<file path="config.mk">
export PLATFORM = sky130hd
export DESIGN_NAME = fetch_thread_sequencer_mt
export DESIGN_NICKNAME = d
export VERILOG_FILES = /design/src/rtl/fetch_thread_sequencer_mt_pkg.sv /design/src/rtl/fetch_thread_sequencer_mt_rr_arbiter.sv /design/src/rtl/fetch_thread_sequencer_mt.sv
export SDC_FILE = /design/constraint.sdc
export NUM_CORES = 1
export LEC_CHECK = 0
export ABC_CLOCK_PERIOD_IN_PS = 10600
export CAP_MARGIN = 20
export CORE_ASPECT_RATIO = 1.1
export CORE_MARGIN = 2
export CORE_UTILIZATION = 56
export DETAILED_ROUTE_END_ITERATION = 8
export GPL_TIMING_DRIVEN = 0
export HOLD_SLACK_MARGIN = 0.02
export PLACE_DENSITY = 0.88
export SLEW_MARGIN = 20
export SYNTH_ARGS = -nofsm -noshare
export SYNTH_HDL_FRONTEND = slang
export SYNTH_SLANG_ARGS = --single-unit
</file>
<file path="constraint.sdc">
create_clock -name clock -period 10.6 [get_ports clock]
set_input_delay 1.06 -clock clock [delete_from_list [all_inputs] [get_ports clock]]
set_output_delay 1.06 -clock clock [all_outputs]
set_load 0.02 [all_outputs]
</file>
<file path="src/rtl/fetch_thread_sequencer_mt_pkg.sv">
// Shared types and constants for the multithreaded fetch front end.
// Default widths here match the fetch top-level parameter defaults.
package fetch_thread_sequencer_mt_pkg;

    localparam int FETCH_NUM_THREADS = 4;
    localparam int FETCH_ADDR_WIDTH  = 32;
    localparam int FETCH_LINE_WIDTH  = 128;
    localparam int FETCH_INSTR_WIDTH = 32;
    localparam int FETCH_TID_WIDTH   = $clog2(FETCH_NUM_THREADS);

    localparam logic [FETCH_ADDR_WIDTH-1:0] FETCH_BOOT_ADDR = 32'h0000_1000;

    // PC bits that pick the instruction word inside an I$ line.
    localparam int ICACHE_WORD_SEL_LSB = $clog2(FETCH_INSTR_WIDTH / 8);
    localparam int ICACHE_WORD_SEL_MSB = $clog2(FETCH_LINE_WIDTH / 8) - 1;

    typedef struct packed {
        logic                         valid;
        logic [FETCH_INSTR_WIDTH-1:0] data;
        logic [FETCH_ADDR_WIDTH-1:0]  pc;
        logic [FETCH_TID_WIDTH-1:0]   thread_id;
    } fetch_instr_t;

    typedef struct packed {
        logic                        valid;
        logic [FETCH_ADDR_WIDTH-1:0] pc;
        logic [FETCH_TID_WIDTH-1:0]  thread_id;
    } fetch_xcpt_t;

endpackage

</file>
<file path="src/rtl/fetch_thread_sequencer_mt_rr_arbiter.sv">
// Round-robin arbiter: searches from an internal pointer, and on an enabled
// grant moves the pointer to one past the winner.
module fetch_thread_sequencer_mt_rr_arbiter #(
    parameter int  NUM_REQ = 4,
    localparam int IDX_W   = (NUM_REQ > 1) ? $clog2(NUM_REQ) : 1
) (
    input  logic               clock,
    input  logic               reset,
    input  logic [NUM_REQ-1:0] req,
    input  logic               advance,
    output logic [NUM_REQ-1:0] grant_onehot,
    output logic [IDX_W-1:0]   grant_idx,
    output logic               grant_any
);

    logic [IDX_W-1:0] ptr_ff;

    always_comb begin
        logic [IDX_W-1:0] cand;
        cand         = '0;
        grant_onehot = '0;
        grant_idx    = '0;
        grant_any    = 1'b0;
        for (int i = 0; i < NUM_REQ; i++) begin
            cand = IDX_W'((int'(ptr_ff) + i) % NUM_REQ);
            if (!grant_any && req[cand]) begin
                grant_any          = 1'b1;
                grant_idx          = cand;
                grant_onehot[cand] = 1'b1;
            end
        end
    end

    always_ff @(posedge clock) begin
        if (reset) begin
            ptr_ff <= '0;
        end else if (advance && grant_any) begin
            ptr_ff <= (grant_idx == IDX_W'(NUM_REQ - 1)) ? '0 : grant_idx + 1'b1;
        end
    end

endmodule

</file>
<file path="src/rtl/fetch_thread_sequencer_mt.sv">
// Multithreaded fetch front end: per-thread PCs, round-robin I$ issue,
// same-cycle hit word extraction into a registered decode-facing slot.
module fetch_thread_sequencer_mt
    import fetch_thread_sequencer_mt_pkg::*;
#(
    parameter int                    NUM_THREADS = FETCH_NUM_THREADS,
    parameter int                    ADDR_WIDTH  = FETCH_ADDR_WIDTH,
    parameter int                    LINE_WIDTH  = FETCH_LINE_WIDTH,
    parameter int                    INSTR_WIDTH = FETCH_INSTR_WIDTH,
    parameter logic [ADDR_WIDTH-1:0] BOOT_ADDR   = FETCH_BOOT_ADDR,
    localparam int                   TID_W       = $clog2(NUM_THREADS)
) (
    input  logic                   clock,
    input  logic                   reset,
    input  logic [NUM_THREADS-1:0] thread_active,
    input  logic [NUM_THREADS-1:0] icache_ready,
    output logic [ADDR_WIDTH-1:0]  icache_req_addr,
    output logic                   icache_req_valid,
    output logic [TID_W-1:0]       icache_req_thread_id,
    input  logic [LINE_WIDTH-1:0]  icache_rsp_data,
    input  logic                   icache_rsp_valid,
    input  logic                   icache_xcpt_bus_error,
    input  logic [TID_W-1:0]       icache_xcpt_thread_id,
    input  logic                   redirect_valid,
    input  logic [TID_W-1:0]       redirect_thread_id,
    input  logic [ADDR_WIDTH-1:0]  redirect_pc,
    input  logic                   decode_stall,
    output logic                   instr_valid,
    output logic [INSTR_WIDTH-1:0] instr_data,
    output logic [ADDR_WIDTH-1:0]  instr_pc,
    output logic [TID_W-1:0]       instr_thread_id,
    output logic                   xcpt_fetch_valid,
    output logic [ADDR_WIDTH-1:0]  xcpt_fetch_pc,
    output logic [TID_W-1:0]       xcpt_fetch_thread_id
);

    localparam int WORD_LSB = ICACHE_WORD_SEL_LSB;
    localparam int WORD_MSB = $clog2(LINE_WIDTH / 8) - 1;

    logic [ADDR_WIDTH-1:0]  pc_ff [NUM_THREADS];
    logic [NUM_THREADS-1:0] halted_ff;
    fetch_instr_t           instr_ff;
    fetch_xcpt_t            xcpt_ff;

    logic [NUM_THREADS-1:0]   redirect_hit;
    logic [NUM_THREADS-1:0]   xcpt_hit;
    logic [NUM_THREADS-1:0]   eligible;
    logic [NUM_THREADS-1:0]   grant_onehot;
    logic [TID_W-1:0]         sel;
    logic                     any_eligible;
    logic                     issue;
    logic                     hit;
    logic [ADDR_WIDTH-1:0]    sel_pc;
    logic [WORD_MSB:WORD_LSB] word_idx;
    logic [INSTR_WIDTH-1:0]   word;

    always_comb begin
        redirect_hit = '0;
        xcpt_hit     = '0;
        for (int t = 0; t < NUM_THREADS; t++) begin
            redirect_hit[t] = redirect_valid && (redirect_thread_id == TID_W'(t));
            xcpt_hit[t]     = icache_xcpt_bus_error && (icache_xcpt_thread_id == TID_W'(t));
        end
    end

    // A thread being redirected this cycle would fetch down the stale path.
    assign eligible = thread_active & icache_ready & ~halted_ff & ~redirect_hit;

    fetch_thread_sequencer_mt_rr_arbiter #(
        .NUM_REQ (NUM_THREADS)
    ) u_rr_arbiter (
        .clock        (clock),
        .reset        (reset),
        .req          (eligible),
        .advance      (issue),
        .grant_onehot (grant_onehot),
        .grant_idx    (sel),
        .grant_any    (any_eligible)
    );

    assign issue    = any_eligible && !decode_stall && !reset;
    assign hit      = issue && icache_rsp_valid;
    assign sel_pc   = pc_ff[sel];
    assign word_idx = sel_pc[WORD_MSB:WORD_LSB];
    assign word     = icache_rsp_data[int'(word_idx)*INSTR_WIDTH +: INSTR_WIDTH];

    assign icache_req_valid     = issue;
    assign icache_req_addr      = sel_pc;
    assign icache_req_thread_id = sel;

    always_ff @(posedge clock) begin
        if (reset) begin
            for (int t = 0; t < NUM_THREADS; t++) begin
                pc_ff[t] <= BOOT_ADDR;
            end
            halted_ff <= '0;
        end else begin
            for (int t = 0; t < NUM_THREADS; t++) begin
                if (redirect_hit[t]) begin
                    pc_ff[t] <= redirect_pc;
                end else if (hit && grant_onehot[t]) begin
                    pc_ff[t] <= pc_ff[t] + ADDR_WIDTH'(4);
                end
                // Redirect wins over a same-cycle bus error on the same thread.
                if (redirect_hit[t]) begin
                    halted_ff[t] <= 1'b0;
                end else if (xcpt_hit[t]) begin
                    halted_ff[t] <= 1'b1;
                end
            end
        end
    end

    // Unstalled, the slot is always rewritten, which also squashes any
    // instruction of a thread redirected in the same cycle.
    always_ff @(posedge clock) begin
        if (reset) begin
            instr_ff <= '0;
        end else if (!decode_stall) begin
            instr_ff.valid <= hit;
            if (hit) begin
                instr_ff.data      <= word;
                instr_ff.pc        <= sel_pc;
                instr_ff.thread_id <= sel;
            end
        end
    end

    always_ff @(posedge clock) begin
        if (reset) begin
            xcpt_ff <= '0;
        end else begin
            xcpt_ff.valid <= icache_xcpt_bus_error;
            if (icache_xcpt_bus_error) begin
                xcpt_ff.pc        <= pc_ff[icache_xcpt_thread_id];
                xcpt_ff.thread_id <= icache_xcpt_thread_id;
            end
        end
    end

    assign instr_valid          = instr_ff.valid;
    assign instr_data           = instr_ff.data;
    assign instr_pc             = instr_ff.pc;
    assign instr_thread_id      = instr_ff.thread_id;
    assign xcpt_fetch_valid     = xcpt_ff.valid;
    assign xcpt_fetch_pc        = xcpt_ff.pc;
    assign xcpt_fetch_thread_id = xcpt_ff.thread_id;

endmodule
</file>
### After elaboration in Yosys (flattened, before gate mapping)

Memory sizes are Yosys's and may differ from the RTL's. A register that Yosys moved wholly into a read port is not among the register bits.
Cells that the tools add are included.

| word-level totals | value |
|---|---|
| bits in writable memories | 128 |
| input bits | 178 |
| memories | 1 |
| output and inout port bits | 137 |
| flip-flop bits (word level) | 76 |
| logic and storage cells | 155 |

| cells by class | value |
|---|---|
| shifts and indexed selects | 1 |
| multiplexer cells | 67 |
| reduce and logical (&&, ||, !) cells | 35 |
| bitwise operators | 17 |
| $add $sub $neg | 8 |
| equality and inequality tests | 7 |
| order comparisons | 8 |

Memory list:

| name | words | bits a word | read ports | clocked after memory_dff | write ports | line | text |
|---|---|---|---|---|---|---|---|
| pc_ff | 4 | 32 | 6 | 1 | 4 | fetch_thread_sequencer_mt.sv:40 | `logic [ADDR_WIDTH-1:0] pc_ff [NUM_THREADS];` |

Operators with widths:

| cell | number |
|---|---|
| $mux 32 | 8 |
| $add 32x3->32 const B | 4 |
| $shiftx 128x8->32 | 1 |
| $mux 1 | 42 |
| $logic_and 1x1->1 | 23 |
| $mux 4 | 4 |
| $and 4x4->4 | 3 |
| $lt 2x3->1 const B | 4 |
| $or 4x4->4 | 3 |
| $eq 2x2->1 const B | 5 |
| $mux 2 | 5 |
| $bmux 1 s2 | 4 |
| $demux 1 s2 | 4 |
| $ge 2x1->1 const B | 4 |
| $not 4->4 | 2 |
| $or 1x1->1 | 8 |
| $reduce_or 2->1 | 4 |
| $logic_not 1->1 | 5 |
| $add 2x1->2 const B | 2 |
| $add 2x2->2 const B | 2 |
| $eq 2x1->1 const B | 2 |
| $logic_not 2->1 | 2 |
| $reduce_and 2->1 | 1 |
| $not 1->1 | 1 |

### Logic depth before layout (Yosys ltp)

Gate-level depths: netlist (run 1).

| depth | value |
|---|---|
| depth after elaboration | 25 |
| mapped depth | 15 |
| gate-level depth less buffers | 11 |

### Cells and area by module

From an unflattened synthesis (run 1), not the netlist that was laid out.

| unflattened totals | value |
|---|---|
| cells, all modules | 1388 |
| area total of the unflattened synthesis | 14022.2 um2 |

By module, submodules not included:

| module | seq. area each (um2) | area an instance (um2) | cells each | times used |
|---|---|---|---|---|
| fetch_thread_sequencer_mt | 5965.7 | 13474.2 | 1331 | 1 |
| fetch_thread_sequencer_mt_rr_arbiter | 40.0 | 548.0 | 57 | 1 |

### Worst setup path before layout (run 1)

Ideal clock, no wire load.

| timing path | value |
|---|---|
| kind | input to output |
| start | in redirect_valid |
| end | out icache_req_addr[0] |
| required time | 9540 ps |
| arrival time | 3766 ps |
| buffers on the path | 3 |
| path slack | 5774 ps |
| stages on the path | 11 |
| path through | and3_4 -> or3_1 -> buf_2 -> mux4_2 -> o21a_4 -> a221o_1 -> nand3_1 -> buf_2 -> buf_2 -> mux2i_1 -> mux2i_1 |

| between the ends | value |
|---|---|
| longest elaborated chain between the ends | 16 |
| elaborated cells on any way between the ends | 28 |
| classes of those cells | mux (15); bitwise (2); reduce/logical (10); memory (1) |

RTL lines:

| element | line | text |
|---|---|---|
| from (decl) | fetch_thread_sequencer_mt.sv:24 | `input logic redirect_valid,` |
| $logic_and 1x1->1 | fetch_thread_sequencer_mt.sv:61 | `redirect_hit[t] = redirect_valid && (redirect_thread_id == TID_W'(t));` |
| $not 4->4 (*) | fetch_thread_sequencer_mt.sv:67 | `assign eligible = thread_active & icache_ready & ~halted_ff & ~redirect_hit;` |
| $and 4x4->4 (*) | fetch_thread_sequencer_mt.sv:67 |  |
| $bmux 1 s2 | fetch_thread_sequencer_mt_rr_arbiter.sv:26 | `if (!grant_any && req[cand]) begin` |
| $mux 1 (not written as such) | fetch_thread_sequencer_mt_rr_arbiter.sv:26 |  |
| $mux 1 | fetch_thread_sequencer_mt_rr_arbiter.sv:26 |  |
| $logic_not 1->1 | fetch_thread_sequencer_mt_rr_arbiter.sv:26 |  |
| $logic_and 1x1->1 | fetch_thread_sequencer_mt_rr_arbiter.sv:26 |  |
| $mux 1 | fetch_thread_sequencer_mt_rr_arbiter.sv:26 |  |
| $logic_not 1->1 | fetch_thread_sequencer_mt_rr_arbiter.sv:26 |  |
| $logic_and 1x1->1 | fetch_thread_sequencer_mt_rr_arbiter.sv:26 |  |
| $mux 1 | fetch_thread_sequencer_mt_rr_arbiter.sv:26 |  |
| $logic_not 1->1 | fetch_thread_sequencer_mt_rr_arbiter.sv:26 |  |
| $logic_and 1x1->1 | fetch_thread_sequencer_mt_rr_arbiter.sv:26 |  |
| $mux 2 (*) | fetch_thread_sequencer_mt_rr_arbiter.sv:26 |  |
| $mem_v2 4x32 (*) | - |  |
| to (decl) | fetch_thread_sequencer_mt.sv:17 | `output logic [ADDR_WIDTH-1:0] icache_req_addr,` |

Mark *: on every way between the ends. The rest lies on a longest branch, timed or not. The select of a mux whose other input is x is not followed.

### Worst setup path in the final report (run 1)

| timing path | value |
|---|---|
| start | in redirect_thread_id[0] |
| end | out icache_req_addr[10] |

| between the ends | value |
|---|---|
| longest elaborated chain between the ends | 17 |
| elaborated cells on any way between the ends | 32 |
| classes of those cells | eq/ne (3); mux (15); bitwise (2); reduce/logical (11); memory (1) |

RTL lines:

| element | line | text |
|---|---|---|
| from (decl) | fetch_thread_sequencer_mt.sv:25 | `input logic [TID_W-1:0] redirect_thread_id,` |
| $eq 2x1->1, or another cell as far along | fetch_thread_sequencer_mt.sv:61 |  |
| $logic_and 1x1->1 | fetch_thread_sequencer_mt.sv:61 |  |
| $not 4->4 (*) | fetch_thread_sequencer_mt.sv:67 |  |
| $and 4x4->4 (*) | fetch_thread_sequencer_mt.sv:67 |  |
| $bmux 1 s2 | fetch_thread_sequencer_mt_rr_arbiter.sv:26 |  |
| $mux 1 (not written as such) | fetch_thread_sequencer_mt_rr_arbiter.sv:26 |  |
| $mux 1 | fetch_thread_sequencer_mt_rr_arbiter.sv:26 |  |
| $logic_not 1->1 | fetch_thread_sequencer_mt_rr_arbiter.sv:26 |  |
| $logic_and 1x1->1 | fetch_thread_sequencer_mt_rr_arbiter.sv:26 |  |
| $mux 1 | fetch_thread_sequencer_mt_rr_arbiter.sv:26 |  |
| $logic_not 1->1 | fetch_thread_sequencer_mt_rr_arbiter.sv:26 |  |
| $logic_and 1x1->1 | fetch_thread_sequencer_mt_rr_arbiter.sv:26 |  |
| $mux 1 | fetch_thread_sequencer_mt_rr_arbiter.sv:26 |  |
| $logic_not 1->1 | fetch_thread_sequencer_mt_rr_arbiter.sv:26 |  |
| $logic_and 1x1->1 | fetch_thread_sequencer_mt_rr_arbiter.sv:26 |  |
| $mux 2 (*) | fetch_thread_sequencer_mt_rr_arbiter.sv:26 |  |
| $mem_v2 4x32 (*) | - |  |

Marks and branches as above.

==> results.md, run 1 <==
- Worst setup skew after layout: 15.37 ps
- Via count of the first global-routing pass: 13316
- Largest fanout on the critical path: 10
- Required time at the worst-slack endpoint: 9540 ps
- Clock tree root driver cell: sky130_fd_sc_hd__clkbuf_16
- Achievable clock frequency: 147.6 MHz
- Count of flip-flops with a built-in enable after synthesis: 128
- Nets in the synthesized netlist: 1619
- Final weighted congestion of routability-driven global placement: 0.9252
- Synth-to-layout area growth: 31.88%
- Origin of the worst min-delay path: instr_pc[2]
- First-pass iteration count of the detailed router: 5
- Overflow after GRT: 0
- Detailed-route wire length per cell: 23.98 um
- CTS H-tree depth: 1
- Setup repair after global routing missed its margin: false
- Most common cell after layout, fill and taps aside: sky130_fd_sc_hd__clkdlybuf4s50_1
- Port Buffers: 311
- Total inserted antenna cells: 0
- Number of placed I/O pins: 315
- Leakage power of the design: 7.116 nW
- Worst reg2reg setup slack: 5450 ps
- Number of clock sinks seen by CTS: 236
- Per-cell via count in the routed design: 6.477
- Die span in y: 170.3 um
- Postcts setup bufs: 0
- Final critical delay including setup and external delays: 6775 ps
- Maximum vdd drop: 0.09302 mV
- Count of cell types in the netlist: 52
- Number of nets with antenna violations after routing: 0
- Post-synthesis cell type with the largest combined area: sky130_fd_sc_hd__edfxtp_1
- Via total after detailed routing: 13615
- Iter 0 DRT Violations: 2143
- Max Cap Viol: 0
- Die boundary width: 155.2 um
- Final layout net count: 1963
- Average size of a mapped cell: 9.849 um2
- CTS Buffer Depth: 3
- Post-synth top area share: 27.31%
- Crit path kind: in2out
- Antenna violations before repair: 1
- Tot GR Track Use: 36.60%
- Async set-or-reset flop fraction in the synthesized netlist: 0%
- Number of warnings issued by yosys: 0
- Power density relative to cell area: 160.2 nW/um2
- FF+latch count, synth: 236
- Class of the most critical hold timing path: reg2reg
- Most frequent cells in the layout: sky130_fd_sc_hd__clkdlybuf4s50_1 (311), sky130_fd_sc_hd__nand2_1 (228), sky130_fd_sc_hd__mux2i_1 (185)
- Synthesized instance count: 1429
- Die Footprint: 26420 um2
- Effective utilization at floorplan: 57.33%
- Ratio of cells with drive above 1 in the final layout: 6.250%
- Number of cell rows: 60
- Worst setup startpoint: redirect_thread_id[0]
- CTS Buf Count: 26
- TritonCTS clock tree: yes
- Post-layout total power: 0.002974 W
- Worst slew pin tran: 1026 ps
- Final wirelength: 50400 um
- Number of fill cells: 1671
- Final worst path period share: 63.92%
- Half-perimeter wire length of the detailed placement result: 36510 um
- Pins Over Slew Limit: 0
- Worst-case headroom to the max-slew limit: 31.58%
- Summed instance area of the synthesized netlist: 14070 um2
- Clock-pin transition on the worst setup and hold timing paths: 60 ps
- Wire length of the first global-routing pass: 75220 um
- Type of origin of the critical path: input pin
- Final number of setup-violating endpoints: 0
- Run status: finished clean
- Number of buffers added to fix hold violations after cts: 0
- Number of remaining DRC errors: 0
- Skew-Pair Late Insertion Delay: 540 ps
- Most used DFF post-synth: sky130_fd_sc_hd__edfxtp_1
- Post-route setup TNS: 0 ps
- Sequential cell area fraction in the yosys report: 42.67%
- CP Capture Type: output port
- Share of the core filled with cells: 75.61%
- Pin count of the biggest net entering global routing: 24
- Crit path DAT: 5720 ps
- Origin of the critical flop-to-flop path: u_rr_arbiter.ptr_ff[0]
- Count of instances resized after the clock tree is built: 0
- Final hold vios: 0
- Synth area leaders: sky130_fd_sc_hd__edfxtp_1 (27%), sky130_fd_sc_hd__dfxtp_1 (15%), sky130_fd_sc_hd__mux2i_1 (13%)
- Area of the placeable core: 24550 um2
[through the flow]
stage                     setup WS, ps  instances  hold slack (ps)  cell area (um2)
after floorplan                   5774       1429            427.8            14070
after CTS                         4073       2101            441.4            18550
final                             3825       2102            441.4            18560
after global placement            4166       2050            431.0            17580
after detailed placement          4150       2054            431.8            17690
after global routing              3771       2102            478.9            18560
[Yosys cell counts (14+ instances only)]
library cell                number
sky130_fd_sc_hd__and2_1         15
sky130_fd_sc_hd__o21ai_0       150
sky130_fd_sc_hd__clkbuf_1       53
sky130_fd_sc_hd__mux2i_1       185
sky130_fd_sc_hd__nand4_1        20
sky130_fd_sc_hd__xor2_1         66
sky130_fd_sc_hd__nor2_1         82
sky130_fd_sc_hd__o21ai_1        16
sky130_fd_sc_hd__edfxtp_1      128
sky130_fd_sc_hd__nand3b_1       35
sky130_fd_sc_hd__xnor2_1        47
sky130_fd_sc_hd__a2bb2oi_1      34
sky130_fd_sc_hd__and3_1         27
sky130_fd_sc_hd__inv_1          14
sky130_fd_sc_hd__nand2_1       229
sky130_fd_sc_hd__mux4_2         34
sky130_fd_sc_hd__nand2b_1       14
sky130_fd_sc_hd__dfxtp_1       108
sky130_fd_sc_hd__nand3_1        60
[routing by layer]
layer	vias up	share of wire, %	track usage, %
met1	6451	37	48.72
met5	-	0.016	0
li1	5881	-	-
met2	1080	47	57.95
met4	2	4.2	14.98
met3	201	12	8.454
[area by class of cell]
| cell class | instances | area (um2) | share of cell area, % |
|---|---|---|---|
| timing repair buffer | 316 | 3227 | 17.38 |
| clock inverter | 2 | 10.01 | 0.05393 |
| inverter | 17 | 63.81 | 0.3438 |
| tap | 310 | 387.9 | 2.090 |
| clock buffer | 45 | 844.6 | 4.550 |
| multi-input combinational | 1091 | 7636 | 41.14 |
| buffer | 85 | 386.6 | 2.083 |
| sequential | 236 | 6006 | 32.36 |
[path summary, 6_finish.rpt]
check | end | cells after the start
min | instr_pc[2] | 2
min reg2reg | instr_pc[2] | 2
max reg2reg | pc_ff[0][22] | 13
max | icache_req_addr[10] | 13
[cell families after synthesis]
group                    count (synthesis)  synth area share [%]
buffers and inverters                  102                 3.191
multiplexers                           219                 18.60
AND/OR/NAND/NOR                        512                 17.23
flip-flops                             236                 42.67
adder cells (fa/ha/maj)                 12                 1.067
AO/OA/AOI/OAI                          235                 10.21
XOR/XNOR                               113                 7.032
[report_power, final]
group / switching (W) / internal, W / total (W)
clock: 0.000374 / 0.000536 / 0.000910
combinational: 0.000513 / 0.000444 / 0.000957
sequential: 0.0000709 / 0.00104 / 0.00111
[flip-flops by register name, indices dropped and copies added (netlist names)]
signal	cells
xcpt_fetch_valid	1
halted_ff	4
xcpt_fetch_pc	32
u_rr_arbiter.ptr_ff	2
pc_ff	128
instr_pc	32
instr_valid	1
instr_data	32
instr_thread_id	2
xcpt_fetch_thread_id	2
[critical path: stages]
cell and delay [ps]:
sky130_fd_sc_hd__clkdlybuf4s50_1 560, sky130_fd_sc_hd__or3b_1 150, sky130_fd_sc_hd__clkbuf_1 490, sky130_fd_sc_hd__nand2_1 240, sky130_fd_sc_hd__mux4_2 550, sky130_fd_sc_hd__o21a_4 180, sky130_fd_sc_hd__a221o_1 410, sky130_fd_sc_hd__nand3_1 80
sky130_fd_sc_hd__buf_2 280, sky130_fd_sc_hd__buf_2 460, sky130_fd_sc_hd__o21ai_0 170, sky130_fd_sc_hd__mux2i_1 380, sky130_fd_sc_hd__clkdlybuf4s50_1 690
Power figures use the tool's default switching activity.
==> inputs of run 2 (changes only) <==
ABC_CLOCK_PERIOD_IN_PS = 5700   (was 10600)
CORE_UTILIZATION = 47   (was 56)
PLACE_DENSITY = 0.78   (was 0.88)
clock period = 5.7 ns   (was 10.6 ns; I/O delays follow)
==> run 2 against run 1 <==
Cell count is 3.0% higher. Setup slack worse by 3700 ps. Clock skew increased by 9.2 ps. Register-to-register slack worse by 4200 ps. Hold slack gained 15 ps. Critical path depth stayed put. Sequential power grew 85%. Clock power grew 96%. Global-route usage is 6.5 points lower. Critical path type unchanged. Critical endpoint is now icache_req_addr[1].
==> results.md, run 2 (synthesis gave the netlist of run 1 again) <==
- Run status: finished clean
- Post-route setup TNS: 0 ps
- Achievable clock frequency: 180.7 MHz
- Power density relative to cell area: 298.9 nW/um2
- Die Footprint: 31350 um2
- Final worst path period share: 97.07%
- Total inserted antenna cells: 0
- Type of origin of the critical path: input pin
- Worst setup startpoint: redirect_thread_id[0]
- Number of cell instances on the worst register-to-register path: 12
- Final layout net count: 1961
- Number of remaining DRC errors: 0
- Crit path kind: in2out
- Effective utilization at floorplan: 47.61%
- Worst slew pin tran: 913.6 ps
- Maximum vdd drop: 0.1915 mV
- Via count of the first global-routing pass: 12626
- Detailed-route wire length per cell: 22.54 um
- Leakage power of the design: 7.150 nW
- Antenna violations before repair: 0
- Register with the most flip-flops: pc_ff
- Destination of the worst hold path: instr_pc[3]
- Pin count of the biggest net entering global routing: 25
- Pins Over Slew Limit: 0
- Port Buffers: 311
- Placed instance area: 17770 um2
- Worst reg2reg endpoint: pc_ff[0][23]
- Final number of setup-violating endpoints: 0
- Largest fanout on the critical path: 10
- Area of the placeable core: 29560 um2
- CTS Buf Count: 26
- Most common cell after layout, fill and taps aside: sky130_fd_sc_hd__clkdlybuf4s50_1
- Most frequent cells in the layout: sky130_fd_sc_hd__clkdlybuf4s50_1 (311), sky130_fd_sc_hd__nand2_1 (228), sky130_fd_sc_hd__mux2i_1 (185)
- Die span in y: 185.5 um
- Worst Hold Path Cells: 2
- Design Area, Final: 18700 um2
- Flip-flop count of the largest register, all copies and words added: 128
- TritonCTS clock tree: yes
- Worst setup skew after layout: 24.55 ps
- Clock-pin transition on the worst setup and hold timing paths: 60 ps
- Final hold vios: 0
- Skew-Pair Late Insertion Delay: 560 ps
- Per-cell via count in the routed design: 6.037
- Final weighted congestion of routability-driven global placement: 0.9641
- Ratio of cells with drive above 1 in the final layout: 6.979%
- CTS Buffer Depth: 3
- Clock tree root driver cell: sky130_fd_sc_hd__clkbuf_16
- Iter 0 DRT Violations: 1542
- Number of clock sinks seen by CTS: 236
- Final wirelength: 48790 um
- Required time at the worst-slack endpoint: 5130 ps
- Number of placed I/O pins: 315
- Overflow after GRT: 0
- Crit path DAT: 4960 ps
- Worst-case headroom to the max-slew limit: 39.09%
- CTS H-tree depth: 1
- CP Capture Type: output port
- Class of the most critical hold timing path: reg2reg
- Wire length of the first global-routing pass: 72860 um
- Synth-to-layout area growth: 32.85%
- Worst reg2reg setup slack: 1280 ps
- Die boundary width: 169.0 um
- Number of cell rows: 66
- Number of buffers added to fix hold violations after cts: 0
- Setup repair after global routing missed its margin: false
- First-pass iteration count of the detailed router: 6
- Tot GR Track Use: 30.09%
- Origin of the critical flop-to-flop path: u_rr_arbiter.ptr_ff[0]
- Final critical delay including setup and external delays: 5533 ps
- Origin of the worst min-delay path: instr_pc[3]
- Via total after detailed routing: 13071
- Number of nets with antenna violations after routing: 0
- Half-perimeter wire length of the detailed placement result: 36240 um
- Max Cap Viol: 0
[run 2: cell count changes in the layout (fill, tap and decap cells not counted), sizes merged]
cell / change
buf: -3
bufinv: +1
clkbuf: -9
clkinv: +3
clkinvlp: +2
inv: +5
[run 2: cell type report]
| type | count | area, um2 |
|---|---|---|
| plain buffers | 84 | 391.6 |
| clock buffers | 35 | 788.3 |
| clock inverters | 13 | 121.4 |
| fillers | 2433 | 10870 |
| inverters | 17 | 67.56 |
| multi-input cells | 1091 | 7639 |
| flip-flops and latches | 236 | 6007 |
| well taps | 374 | 467.9 |
| repair buffers | 315 | 3216 |
[run 2: worst max path at each step]
stage          slack (ps)                 end
3_5_place_dp          140  icache_req_addr[1]
6_report              170  icache_req_addr[1]
5_1_grt                50  icache_req_addr[1]
2_1_floorplan        1610  icache_req_addr[0]
3_3_place_gp          190  icache_req_addr[1]
4_1_cts                70  icache_req_addr[1]
[run 2: routing by layer]
layer,vias to the layer above,share of wire [%],GRT usage [%]
met1,6233,38,39.17
met3,174,11,6.974
met4,0,4.3,11.90
met5,-,0,0
met2,807,47,48.82
li1,5857,-,-
[run 2: power by group]
| group | internal, W | leakage [nW] | switching [W] |
|---|---|---|---|
| combinational | 0.000829 | 4.49 | 0.000927 |
| clock | 0.00103 | 0.452 | 0.000754 |
| sequential | 0.00193 | 2.21 | 0.000126 |
[run 2: stage by stage]
stage          total power, W  worst slack (ps)  util, %  hold slack [ps]  instances
6_report             0.005589             167.1    63.25            456.3       2165
5_1_grt              0.005773             49.81    63.25            485.4       2165
4_1_cts              0.005578             65.73    63.22            457.5       2165
3_5_place_dp         0.003810             144.2    60.12            449.2       2118
3_3_place_gp         0.003769             191.3    59.72            436.6       2114
2_1_floorplan        0.003084              1614        -            427.8       1429
[run 2: worst max-delay path, stage by stage]
cell and delay [ps]:
sky130_fd_sc_hd__clkdlybuf4s50_1 570, sky130_fd_sc_hd__or3b_1 140, sky130_fd_sc_hd__clkbuf_1 440, sky130_fd_sc_hd__nand2_1 220, sky130_fd_sc_hd__mux4_2 540, sky130_fd_sc_hd__o21a_4 180, sky130_fd_sc_hd__a221o_1 400, sky130_fd_sc_hd__nand3_1 100
sky130_fd_sc_hd__buf_2 310, sky130_fd_sc_hd__buf_4 320, sky130_fd_sc_hd__mux2i_1 110, sky130_fd_sc_hd__mux2i_1 370, sky130_fd_sc_hd__clkdlybuf4s50_1 690
[run 2: timing repair]
item | in CTS | in global routing
endpoints found under the setup margin | 20 | 31
setup buffers | 0 | 0
gates resized for setup | 4 | 4
